$ cat src/rtl/b12_pkg.sv
// Shared definitions for the b12 tone/LED scheduler: sound codes, LED patterns,
// scheduler state encoding and the code-to-LED decode.
package b12_pkg;

    localparam int DUR_W_DEF = 6;

    localparam logic [2:0] S_RED    = 3'd0;
    localparam logic [2:0] S_GREEN  = 3'd1;
    localparam logic [2:0] S_YELLOW = 3'd2;
    localparam logic [2:0] S_BLUE   = 3'd3;
    localparam logic [2:0] S_WIN    = 3'd4;
    localparam logic [2:0] S_LOSS   = 3'd5;

    localparam logic [3:0] LED_ON  = 4'b1111;
    localparam logic [3:0] LED_OFF = 4'b0000;

    typedef enum logic [1:0] {
        ST_IDLE = 2'd0,
        ST_ON   = 2'd1,
        ST_GAP  = 2'd2
    } sched_state_t;

    // Colour codes light their own LED, WIN lights all, LOSS and the unused codes stay dark.
    function automatic logic [3:0] led_decode(input logic [2:0] code);
        logic [3:0] led;
        led = LED_OFF;
        case (code)
            S_RED:    led = 4'b0001;
            S_GREEN:  led = 4'b0010;
            S_YELLOW: led = 4'b0100;
            S_BLUE:   led = 4'b1000;
            S_WIN:    led = LED_ON;
            default:  led = LED_OFF;
        endcase
        return led;
    endfunction

    function automatic logic code_audible(input logic [2:0] code);
        return (code <= S_LOSS);
    endfunction

endpackage

$ cat src/rtl/b12_dur_timer.sv
// Down-counter used for both the on-time and the off-time of a note.
// Load wins over decrement; the count never wraps below zero.
module b12_dur_timer #(
    parameter int DUR_W = 6
) (
    input  logic             clock,
    input  logic             reset,
    input  logic             load,
    input  logic             dec,
    input  logic [DUR_W-1:0] load_val,
    output logic             zero,
    output logic [DUR_W-1:0] count
);

    logic [DUR_W-1:0] cnt_reg;

    always_ff @(posedge clock or posedge reset) begin
        if (reset) begin
            cnt_reg <= '0;
        end else if (load) begin
            cnt_reg <= load_val;
        end else if (dec && (cnt_reg != '0)) begin
            cnt_reg <= cnt_reg - 1'b1;
        end
    end

    assign zero  = (cnt_reg == '0);
    assign count = cnt_reg;

endmodule

$ cat src/rtl/b12_tone_sched.sv
// Two-requester note scheduler driving the b12 speaker tone generator and LED bank.
// A has priority unless B has been starved STARVE_MAX times in a row.
module b12_tone_sched
    import b12_pkg::*;
#(
    parameter int DUR_W      = DUR_W_DEF,
    parameter int STARVE_MAX = 3
) (
    input  logic             clock,
    input  logic             reset,
    input  logic             abort,
    input  logic             a_valid,
    output logic             a_ready,
    input  logic [2:0]       a_sound,
    input  logic [DUR_W-1:0] a_on,
    input  logic [DUR_W-1:0] a_off,
    input  logic             b_valid,
    output logic             b_ready,
    input  logic [2:0]       b_sound,
    input  logic [DUR_W-1:0] b_on,
    input  logic [DUR_W-1:0] b_off,
    output logic             play,
    output logic [2:0]       sound,
    output logic [3:0]       nl,
    output logic             busy,
    output logic             gnt_id,
    output logic             done
);

    localparam int SW = (STARVE_MAX < 1) ? 1 : $clog2(STARVE_MAX + 1);
    localparam logic [SW-1:0] STARVE_LIM = SW'(STARVE_MAX);

    sched_state_t     state_reg, state_next;
    logic [2:0]       code_reg, code_next;
    logic [DUR_W-1:0] off_reg;
    logic [SW-1:0]    starve_reg;
    logic             play_reg, busy_reg, done_reg, gnt_id_reg;
    logic [3:0]       nl_reg;

    logic             idle, force_b, grant_a, grant_b, grant;
    logic             tmr_load, tmr_dec, tmr_zero;
    logic [DUR_W-1:0] tmr_val, tmr_count;

    assign idle    = (state_reg == ST_IDLE);
    assign force_b = b_valid && (starve_reg == STARVE_LIM);
    assign a_ready = idle && !abort && a_valid && !force_b;
    assign b_ready = idle && !abort && b_valid && (!a_valid || force_b);
    assign grant_a = a_ready;
    assign grant_b = b_ready;
    assign grant   = grant_a || grant_b;

    b12_dur_timer #(.DUR_W(DUR_W)) u_timer (
        .clock    (clock),
        .reset    (reset),
        .load     (tmr_load),
        .dec      (tmr_dec),
        .load_val (tmr_val),
        .zero     (tmr_zero),
        .count    (tmr_count)
    );

    always_comb begin
        state_next = state_reg;
        tmr_load   = 1'b0;
        tmr_dec    = 1'b0;
        tmr_val    = off_reg;
        code_next  = code_reg;
        case (state_reg)
            ST_IDLE: begin
                if (grant) begin
                    state_next = ST_ON;
                    tmr_load   = 1'b1;
                    tmr_val    = grant_b ? b_on : a_on;
                    code_next  = grant_b ? b_sound : a_sound;
                end
            end
            ST_ON: begin
                if (tmr_zero) begin
                    state_next = ST_GAP;
                    tmr_load   = 1'b1;
                end else begin
                    tmr_dec = 1'b1;
                end
            end
            ST_GAP: begin
                if (tmr_zero) begin
                    state_next = ST_IDLE;
                end else begin
                    tmr_dec = 1'b1;
                end
            end
            default: state_next = ST_IDLE;
        endcase
        // Abort drops the note; the timer contents are irrelevant once back in IDLE.
        if (abort) begin
            state_next = ST_IDLE;
        end
    end

    always_ff @(posedge clock or posedge reset) begin
        if (reset) begin
            state_reg  <= ST_IDLE;
            code_reg   <= '0;
            off_reg    <= '0;
            starve_reg <= '0;
            gnt_id_reg <= 1'b0;
            play_reg   <= 1'b0;
            nl_reg     <= LED_OFF;
            busy_reg   <= 1'b0;
            done_reg   <= 1'b0;
        end else begin
            state_reg <= state_next;
            code_reg  <= code_next;
            if (grant) begin
                off_reg    <= grant_b ? b_off : a_off;
                gnt_id_reg <= grant_b;
            end
            if (grant_b) begin
                starve_reg <= '0;
            end else if (grant_a && b_valid && (starve_reg != STARVE_LIM)) begin
                starve_reg <= starve_reg + 1'b1;
            end
            play_reg <= (state_next == ST_ON) && code_audible(code_next);
            nl_reg   <= (state_next == ST_ON) ? led_decode(code_next) : LED_OFF;
            busy_reg <= (state_next != ST_IDLE);
            done_reg <= (state_reg == ST_GAP) && tmr_zero && !abort;
        end
    end

    assign play   = play_reg;
    assign sound  = code_reg;
    assign nl     = nl_reg;
    assign busy   = busy_reg;
    assign gnt_id = gnt_id_reg;
    assign done   = done_reg;

endmodule
$ cat config.mk
export PLATFORM = sky130hd
export DESIGN_NAME = b12_tone_sched
export DESIGN_NICKNAME = d
export VERILOG_FILES = /design/src/rtl/b12_pkg.sv /design/src/rtl/b12_dur_timer.sv /design/src/rtl/b12_tone_sched.sv
export SDC_FILE = /design/constraint.sdc
export NUM_CORES = 1
export LEC_CHECK = 0
export CORE_MARGIN = 1.5
export CORE_UTILIZATION = 42
export DETAILED_ROUTE_END_ITERATION = 8
export PLACE_DENSITY = 0.76
export SETUP_SLACK_MARGIN = 0.2
export SLEW_MARGIN = 20
export SYNTH_ARGS = -nofsm -noshare
export SYNTH_HDL_FRONTEND = slang
export SYNTH_SLANG_ARGS = --single-unit
$ cat constraint.sdc
create_clock -name clock -period 1.83 [get_ports clock]
set_input_delay 0.366 -clock clock [delete_from_list [all_inputs] [get_ports clock]]
set_output_delay 0.366 -clock clock [all_outputs]
set_load 0.1 [all_outputs]
==> results.ini, run 1 <==
[synthesis]
yosysMostFrequentCell = dfrtp_1
synth-main-ff-cell = dfrtp_1
synth_edf_count = 0
yosysTopAreaCellShare_pct = 44.3
syn-num-nets = 199
syn-cell-area_um2 = 1530
synth_top_area_cell = dfrtp_1
synth_area_leaders = dfrtp_1, ha_1, mux2i_1, o21ai_0, inv_1
yosys_warnings = 0
synth_common_cells = dfrtp_1, inv_1, o21ai_0
syn_area_per_cell_um2 = 9.65
ys_ff_latch = 27
ys_types = 44
syn_inst = 158
seq_area_frac_synth_pct = 44.3
async_flop_share_pct = 100

[setup_path]
slowest_delay_ps = 440
slowest_stage = dfrtp_1
start_kind = flop
r2r_slack_ps = -160
cp.required_ps = 1460
cp.arrival_ps = 1690
crit_top_cell = buf_12
crit_type = flop to output port
crit_fanout = 3
end_kind = output port
worstPathCellList = inv_2, ha_4, and2b_4, and3_4, buf_12, buf_12

[die]
initial_utilization_pct = 44.7
io_pins = 48
row_count = 21
die_h_um = 63.3
die-area_um2 = 4000
core_area_um2 = 3420
die_width_um = 63.3

[placement]
place.gp.congestion = 0.998
dp_cells = 275
io_buffer_count = 47
dp_hpwl_mm = 3.50
post_dp_cell_area_um2 = 2430

[timing]
hold_viol = 0
fin_crit_sh_pct = 112
fin_crit_ps = 2050
finalMaxSlewViolations = 0
setup_viol = 18
slew_headroom_pct = 70.3
fmax_mhz = 487
rsz0062_at_grt = yes
holdWs_ps = 374
clock_skew_ps = 7.46
worst_slack_ps = -222
worst_slew_pin_slew_ps = 445

[global_route]
grt_antenna_before_repair = 0
globalRouteMet2Util_pct = 51.6
grt_pass1_wl_mm = 8.62
grt.overflow.total = 0
grt_pass1_vias = 1815
grt_util_met3_pct = 4.46
grt_usage_pct = 28.0
met1_usage_pct = 30.8
grt_max_degree = 28
busiest_layer = met2

[finish]
nets = 307
antennaDiodeCount = 0
fin_util_pct = 90.3
fin_area_um2 = 3080
syn_to_final_growth_pct = 102
final_cells = 311
fillers = 140
drive_above_1_share_pct = 52.1

[route]
wl_per_cell_um = 21.5
final_antenna_net_count = 0
viasPerCell = 6.04
via_count = 1877
drt_iter0_drc = 146
drc = 0
routed_wl_mm = 6.69
first_pass_iters = 5

[min_path]
hp-class = primary input to asynchronous set/reset pin

[clock_network]
cts_buffer_depth = 2
clk_latency_ps = 340
cts_hold_buf = 0
cts_sinks = 27
cts_buffers = 3
htreeDepth = 1
tritoncts = done
clkTransAtPathRegs_ps = 160
cts_root_buf = clkbuf_4

[pwr]
leakage_nw = 1.33
peakVddDrop_mv = 0.563
pwr_density_cell_nw_per_um2 = 1050

[run_status]
status = finished, violations left
violations = setup timing

[flow_run]
drv_cap = 0

what timing repair did:
action                                  in CTS  in global routing
pin swaps                                   18                 24
gates resized for setup                     37                 58
endpoints found under the setup margin      21                 23
hold endpoints to repair                     0                  0
setup buffers                               17                 15
metrics by stage:
stage          total power, mW  TNS (ps)  worst slack [ps]
6_report                  3.23     -1630              -222
5_1_grt                   3.34     -2700              -272
4_1_cts                   2.81      -467              -166
3_5_place_dp              2.31     -4350              -362
3_3_place_gp              2.23     -3180              -263
2_1_floorplan             1.70         0              49.3
logic make-up (layout without fill, tap and decap cells):
group | after synthesis | count (layout) | synth area share [%]
muxes | 6 | 6 | 3.94
and+or+nand+nor | 49 | 49 | 17.5
buffers and inverters | 18 | 125 | 4.84
AOI/OAI and AO/OA | 48 | 48 | 22.2
xor gates and xnor gates | 4 | 4 | 2.30
DFF | 27 | 27 | 44.3
adders and majority gates | 6 | 6 | 4.92
layout make-up:
cell class	count	area [um^2]	area share, %
Tap cell	46	57.6	1.87
Multi-Input combinational cell	113	1090	35.4
Sequential cell	27	679	22.0
Inverter	12	45.0	1.46
Timing Repair Buffer	109	1180	38.4
Clock buffer	4	26.3	0.852
worst max-delay path, delay by kind of cell, from the launching register on:
kind,cells,cell delay (ps)
adder cells (fa/ha/maj),1,150
buffers and inverters,3,380
flip-flops,1,440
AND/OR/NAND/NOR,2,380
cell usage in the layout (no fill, tap or decap), drive strengths merged, types with 2 or more instances in the layout:
| cell | synthesis | routed |
|---|---|---|
| nand2 | 11 | 11 |
| nor2 | 10 | 10 |
| ha | 6 | 6 |
| a21boi | 3 | 3 |
| nand3b | 2 | 2 |
| nand3 | 2 | 2 |
| nor2b | 2 | 2 |
| inv | 12 | 12 |
| buf | 3 | 75 |
| clkdlybuf4s50 | 0 | 32 |
| a31oi | 5 | 5 |
| or3 | 2 | 2 |
| nor3 | 5 | 5 |
| a22oi | 5 | 5 |
| a21o | 2 | 2 |
| a211oi | 2 | 2 |
| clkbuf | 3 | 4 |
| o21ai | 14 | 14 |
| and3 | 2 | 2 |
| a22o | 2 | 2 |
| nand2b | 3 | 3 |
| o32a | 2 | 2 |
| a21oi | 7 | 7 |
| mux2i | 6 | 6 |
| and2 | 2 | 2 |
| dfrtp | 27 | 27 |
| xnor2 | 4 | 4 |
| nand4 | 2 | 2 |
path summary, 6_finish.rpt:
path | end | cells past startpoint | startpoint
max | b_ready | 6 | state_reg[1]$_DFF_PP0_
min | nl[2]$_DFF_PP0_ | 3 | reset
max reg2reg | u_timer.count[2]$_DFFE_PP0P_ | 5 | u_timer.count[4]$_DFFE_PP0P_
min reg2reg | off_reg[4]$_DFFE_PP0N_ | 2 | off_reg[4]$_DFFE_PP0N_
max in group asynchronous | state_reg[0]$_DFF_PP0_ | 3 | reset
min in group clock | off_reg[4]$_DFFE_PP0N_ | 2 | off_reg[4]$_DFFE_PP0N_
metal layers:
metal,vias to the layer above,part of all wire [%]
met2,132,53
li1,790,-
met5,-,0
met1,906,33
met4,0,6.9
met3,49,7.0
power by group:
part / switching [mW] / internal (mW)
Clock: 0.202 / 0.0858
Sequential: 0.136 / 0.751
Combinational: 1.09 / 0.969
(Power assumes the default switching activity.)
==> run 2, diff against run 1 <==
REMOVE_ABC_BUFFERS = 1   (was unset)
==> results.ini, run 2 (synthesis results as in run 1) <==
[flow_run]
drv_cap = 0  ; unchanged

[pwr]
seq_power_share_pct = 31.4  ; was 27.4%
power.share.clock_pct = 9.5  ; was 8.9%
pwr_density_cell_nw_per_um2 = 1030  ; was 1050 nW/um^2
peakVddDrop_mv = 0.520  ; was 0.563 mV
share_comb_of_total_power_pct = 59.1  ; was 63.7%
power.internal_mw = 1.59  ; was 1.81 mW
p_switching_mw = 1.17  ; was 1.43 mW
power_mw = 2.76  ; was 3.23 mW
swShare_pct = 42.5  ; was 44.1%
leakage_nw = 1.16  ; was 1.33 nW

[global_route]
grt_antenna_before_repair = 0  ; unchanged
grt_pass1_vias = 1696  ; was 1815
grt_usage_pct = 23.5  ; was 28.0%
grt_pass1_wl_mm = 7.50  ; was 8.62 mm
grt_max_degree = 28  ; unchanged
grt.overflow.total = 0  ; unchanged

[run_status]
status = finished, violations left  ; unchanged
violations = setup timing  ; unchanged

[route]
drt_iter0_drc = 72  ; was 146
drc = 0  ; unchanged
routed_wl_mm = 4.72  ; was 6.69 mm
wl_per_cell_um = 16.2  ; was 21.5 um
final_antenna_net_count = 0  ; unchanged
via_count = 1594  ; was 1877
first_pass_iters = 4  ; was 5
viasPerCell = 5.48  ; was 6.04

[setup_path]
start_kind = flop  ; unchanged
r2r_slack_ps = -150  ; was -160 ps
cp.required_ps = 1460  ; about the same
crit_type = flop to output port  ; unchanged
crit-reg2reg-launch = state_reg[1]$_DFF_PP0_  ; was u_timer.count[4]$_DFFE_PP0P_
critPathLaunch = state_reg[1]$_DFF_PP0_  ; unchanged
cp.arrival_ps = 1640  ; was 1690 ps
r2r_cells = 9  ; was 5
crit_fanout = 5  ; was 3
end_kind = output port  ; unchanged

[placement]
place.gp.congestion = 0.951  ; was 0.998
dp_hpwl_mm = 3.12  ; was 3.50 mm
io_buffer_count = 47  ; unchanged

[timing]
finalMaxSlewViolations = 0  ; unchanged
fin_crit_sh_pct = 110  ; was 112%
holdWs_ps = 373  ; was 374 ps
worst_slew_pin_slew_ps = 415  ; was 445 ps
fmax_mhz = 499  ; was 487 MHz
worst_slack_ps = -176  ; was -222 ps
clock_skew_ps = 9.70  ; was 7.46 ps
fin_crit_ps = 2010  ; was 2050 ps
slew_headroom_pct = 72.0  ; was 70.3%
rsz0062_at_grt = yes  ; unchanged
setup_viol = 18  ; unchanged
hold_viol = 0  ; unchanged

[clock_network]
cts_sinks = 27  ; unchanged
cts_hold_buf = 0  ; unchanged
htreeDepth = 1  ; unchanged
cts_root_buf = clkbuf_4  ; unchanged
clkTransAtPathRegs_ps = 150  ; was 160 ps
cts_buffer_depth = 2  ; unchanged
tritoncts = done  ; unchanged
clk_latency_ps = 330  ; was 340 ps
cts_buffers = 3  ; unchanged

[finish]
nets = 287  ; was 307
final_cell_mix = clkdlybuf4s50_1, buf_4, dfrtp_1, buf_12  ; was buf_4, clkdlybuf4s50_1, dfrtp_1, buf_6, buf_12
syn_to_final_growth_pct = 75.3  ; was 102%
antennaDiodeCount = 0  ; unchanged
drive_above_1_share_pct = 37.6  ; was 52.1%
layout_commonest_cell = clkdlybuf4s50_1  ; was buf_4

[die]
core_area_um2 = 3420  ; unchanged
io_pins = 48  ; unchanged
die_h_um = 63.3  ; unchanged
die-area_um2 = 4000  ; unchanged
die_width_um = 63.3  ; unchanged
initial_utilization_pct = 44.7  ; unchanged
row_count = 21  ; unchanged

[min_path]
hp-class = primary input to asynchronous set/reset pin  ; unchanged

## run 2: cell types whose count changed in the layout (fill, tap and decap cells not counted), sizes merged
cell,previous run,this run
buf,75,55
clkdlybuf4s50,32,33
dlygate4sd2,1,0
## run 2: timing repair
item                       in CTS  in global routing
setup endpoints to repair      21                 22
pin swaps                      16                 12
buffers inserted               11                  2
resized for setup              37                 14
cloned                          0                  0
## run 2: worst paths after layout
check | to
min | off_reg[1]$_DFFE_PP0N_
max in group asynchronous | nl[3]$_DFF_PP0_
min reg2reg | off_reg[5]$_DFFE_PP0N_
max | b_ready
max reg2reg | u_timer.count[2]$_DFFE_PP0P_
min in group clock | off_reg[5]$_DFFE_PP0N_
## run 2: metrics by stage
step | cell area (um^2) | setup TNS (ps) | setup slack [ps] | instances | util [%]
4_1_cts | 2600 | -499 | -145 | 289 | 76.0
5_1_grt | 2670 | -2550 | -231 | 291 | 78.3
3_3_place_gp | 2380 | -3870 | -279 | 274 | 69.8
6_report | 2670 | -1230 | -176 | 291 | 78.3
3_5_place_dp | 2380 | -4800 | -376 | 274 | 69.8
2_1_floorplan | 1500 | -13050 | -920 | 152 | -
## run 2: layer usage
metal  vias up  wire (um)  global-route usage [%]
li1        740          -                       -
met1       765       1760                    26.3
met2        72       2560                    44.3
met3        17        278                    3.93
met4         0        125                    8.70
met5         -          0                       0
## run 2: area by class of cell
| type | count | area (um^2) |
|---|---|---|
| fillers | 233 | 742 |
| clock buffers | 4 | 26.3 |
| repair buffers | 89 | 968 |
| flip-flops and latches | 27 | 676 |
| inverters | 12 | 45.0 |
| well taps | 46 | 57.6 |
| multi-input cells | 113 | 901 |
## run 2: power groups by stage
stage	Clock [mW]	Sequential (mW)	Combinational, mW
after detailed placement	0	0.872	1.39
after CTS	0.266	0.861	1.54
after floorplan	0	1.16	0.500
final	0.262	0.866	1.63
after global placement	0	0.863	1.33
after global routing	0.288	0.878	1.72
## run 2: worst max-delay path, cell delays in order (launching register included)
cell and delay, ps:
dfrtp_1 430, inv_2 90, ha_4 160, and2b_4 160, and3_4 200, buf_12 110, buf_12 160
==> run 3, diff against run 2 <==
CAP_MARGIN = 20   (was unset)
CELL_PAD_IN_SITES_DETAIL_PLACEMENT = 0   (was unset)
CELL_PAD_IN_SITES_GLOBAL_PLACEMENT = 1   (was unset)
CORE_UTILIZATION = 31   (was 42)
PLACE_DENSITY = unset   (was 0.76)
PLACE_DENSITY_LB_ADDON = 0.1   (was unset)
==> results.ini, run 3 (synthesis results as in run 1) <==
[clock_network]
htreeDepth = 1  ; unchanged
clk_latency_ps = 280  ; was 330 ps
cts_hold_buf = 0  ; unchanged
cts_root_buf = clkbuf_8  ; was clkbuf_4
cts_buffer_depth = 2  ; unchanged
clkTransAtPathRegs_ps = 100  ; was 150 ps
cts_sinks = 27  ; unchanged
cts_buffers = 3  ; unchanged
tritoncts = done  ; unchanged

[global_route]
grt_antenna_before_repair = 0  ; unchanged
grt_max_degree = 28  ; unchanged
grt_pass1_vias = 1575  ; was 1696
grt_usage_pct = 17.5  ; was 23.5%
grt_pass1_wl_mm = 7.22  ; was 7.50 mm
grt.overflow.total = 0  ; unchanged

[timing]
fin_crit_ps = 1920  ; was 2010 ps
worst_slew_pin_slew_ps = 359  ; was 415 ps
hold_viol = 0  ; unchanged
setup_viol = 6  ; was 18
slew_headroom_pct = 76.1  ; was 72.0%
fmax_mhz = 520  ; was 499 MHz
clock_skew_ps = 8.69  ; was 9.70 ps
worst_slack_ps = -94.2  ; was -176 ps
finalMaxSlewViolations = 0  ; unchanged
fin_crit_sh_pct = 105  ; was 110%
rsz0062_at_grt = yes  ; unchanged

[run_status]
violations = setup timing  ; unchanged
status = finished, violations left  ; unchanged

[placement]
dp_hpwl_mm = 3.12  ; about the same
post_dp_cell_area_um2 = 2440  ; was 2380 um^2
dp_cells = 300  ; was 274
io_buffer_count = 47  ; unchanged
place.gp.congestion = 0.871  ; was 0.951

[finish]
antennaDiodeCount = 0  ; unchanged
nets = 299  ; was 287
syn_to_final_growth_pct = 87.0  ; was 75.3%
drive_above_1_share_pct = 42.0  ; was 37.6%
ff_latch_area_um2 = 676  ; unchanged
layout_commonest_cell = buf_4  ; was clkdlybuf4s50_1
final_cell_mix = buf_4, clkdlybuf4s50_1, dfrtp_1, buf_12  ; was clkdlybuf4s50_1, buf_4, dfrtp_1, buf_12
final_cells = 324  ; was 291
fillers = 398  ; was 233
multi_input_area_um2 = 965  ; was 901 um^2
fin_area_um2 = 2850  ; was 2670 um^2

[route]
wl_per_cell_um = 13.6  ; was 16.2 um
top_layer_used = met4  ; unchanged
viasPerCell = 4.78  ; was 5.48
routed_wl_mm = 4.40  ; was 4.72 mm
drt_iter0_drc = 89  ; was 72
via_count = 1549  ; was 1594
wirelength_met1_mm = 1.90  ; was 1.76 mm
first_pass_iters = 4  ; unchanged
dr_wl_met2_mm = 2.28  ; was 2.56 mm
wl_met3_um = 174  ; was 278 um
drc = 0  ; unchanged
final_antenna_net_count = 0  ; unchanged

[pwr]
leakage_nw = 1.24  ; was 1.16 nW
power_mw = 2.94  ; was 2.76 mW
peakVddDrop_mv = 0.534  ; was 0.520 mV
pwr_density_cell_nw_per_um2 = 1030  ; about the same

[setup_path]
crit_end = b_ready  ; unchanged
reg2reg_to = u_timer.count[2]$_DFFE_PP0P_  ; unchanged
end_kind = output port  ; unchanged
cp.arrival_ps = 1560  ; was 1640 ps
crit_fanout = 4  ; was 5
r2r_cells = 7  ; was 9
crit_type = primary input to output port  ; was flop to output port
r2r_slack_ps = -30  ; was -150 ps
critPathLaunch = abort  ; was state_reg[1]$_DFF_PP0_
crit-reg2reg-launch = state_reg[0]$_DFF_PP0_  ; was state_reg[1]$_DFF_PP0_
cp.required_ps = 1460  ; about the same
start_kind = primary input  ; was flop

[flow_run]
drv_cap = 0  ; unchanged

[die]
initial_utilization_pct = 32.3  ; was 44.7%
die-area_um2 = 5350  ; was 4000 um^2
core_area_um2 = 4720  ; was 3420 um^2
die_width_um = 73.1  ; was 63.3 um
row_count = 25  ; was 21
die_h_um = 73.1  ; was 63.3 um
io_pins = 48  ; unchanged

[min_path]
hp-class = primary input to asynchronous set/reset pin  ; unchanged

[run 3: changes by cell type in the layout (fill, tap and decap cells not counted), moves of 2 or more]
cell / previous run / this run
nor3_4: 0 / 2
clkbuf_4: 3 / 0
clkbuf_8: 0 / 3
dlygate4sd2_1: 0 / 2
o21ai_1: 8 / 10
o21ai_2: 2 / 0
buf_4: 32 / 45
nor3_2: 4 / 2
[run 3: worst min-delay path by stage]
stage | end | slack (ps) | cells past startpoint
final | nl[0]$_DFF_PP0_ | 430 | 3
after global routing | nl[2]$_DFF_PP0_ | 470 | 3
after CTS | nl[2]$_DFF_PP0_ | 450 | 3
after detailed placement | off_reg[5]$_DFFE_PP0N_ | 470 | 2
after global placement | off_reg[1]$_DFFE_PP0N_ | 460 | 2
after floorplan | busy$_DFF_PP0_ | 420 | 1
[run 3: per-stage QoR]
stage	setup TNS [ps]	utilization (%)	hold slack, ps	setup slack (ps)
after floorplan	-13050	-	419	-920
after global placement	-3680	51.6	457	-267
after detailed placement	-3840	51.6	466	-295
after CTS	-359	58.2	447	-104
after global routing	-1190	60.4	471	-166
final	-234	60.4	434	-94.2
[run 3: what timing repair did]
| action | in CTS | in global routing |
|---|---|---|
| gates cloned | 0 | 0 |
| endpoints found under the setup margin | 22 | 21 |
| pin swaps | 20 | 14 |
| buffers inserted | 13 | 7 |
| gates resized for setup | 45 | 14 |
[run 3: area by class of cell]
type | instances | area share (%)
Timing Repair Buffer | 101 | 36.4
Multi-Input combinational cell | 113 | 33.8
Sequential cell | 27 | 23.7
Tap cell | 67 | 2.94
Inverter | 12 | 1.58
Clock buffer | 3 | 1.45
Clock inverter | 1 | 0.175
[run 3: metal layers]
layer / up-vias / GRT usage [%]
li1: 769 / -
met2: 40 / 30.1
met3: 5 / 2.21
met1: 735 / 22.8
met4: 0 / 5.03
met5: - / 0
[run 3: critical path, stage by stage]
cell and delay (ps):
clkdlybuf4s50_1 440, and2b_4 290, and3_4 180, buf_6 110, buf_12 160
[run 3: power breakdown]
group          total [mW]  switching (mW)  internal (mW)
registers           0.862           0.113          0.749
clock network       0.356           0.203          0.153
logic                1.72           0.891          0.828
total                2.94            1.21           1.73
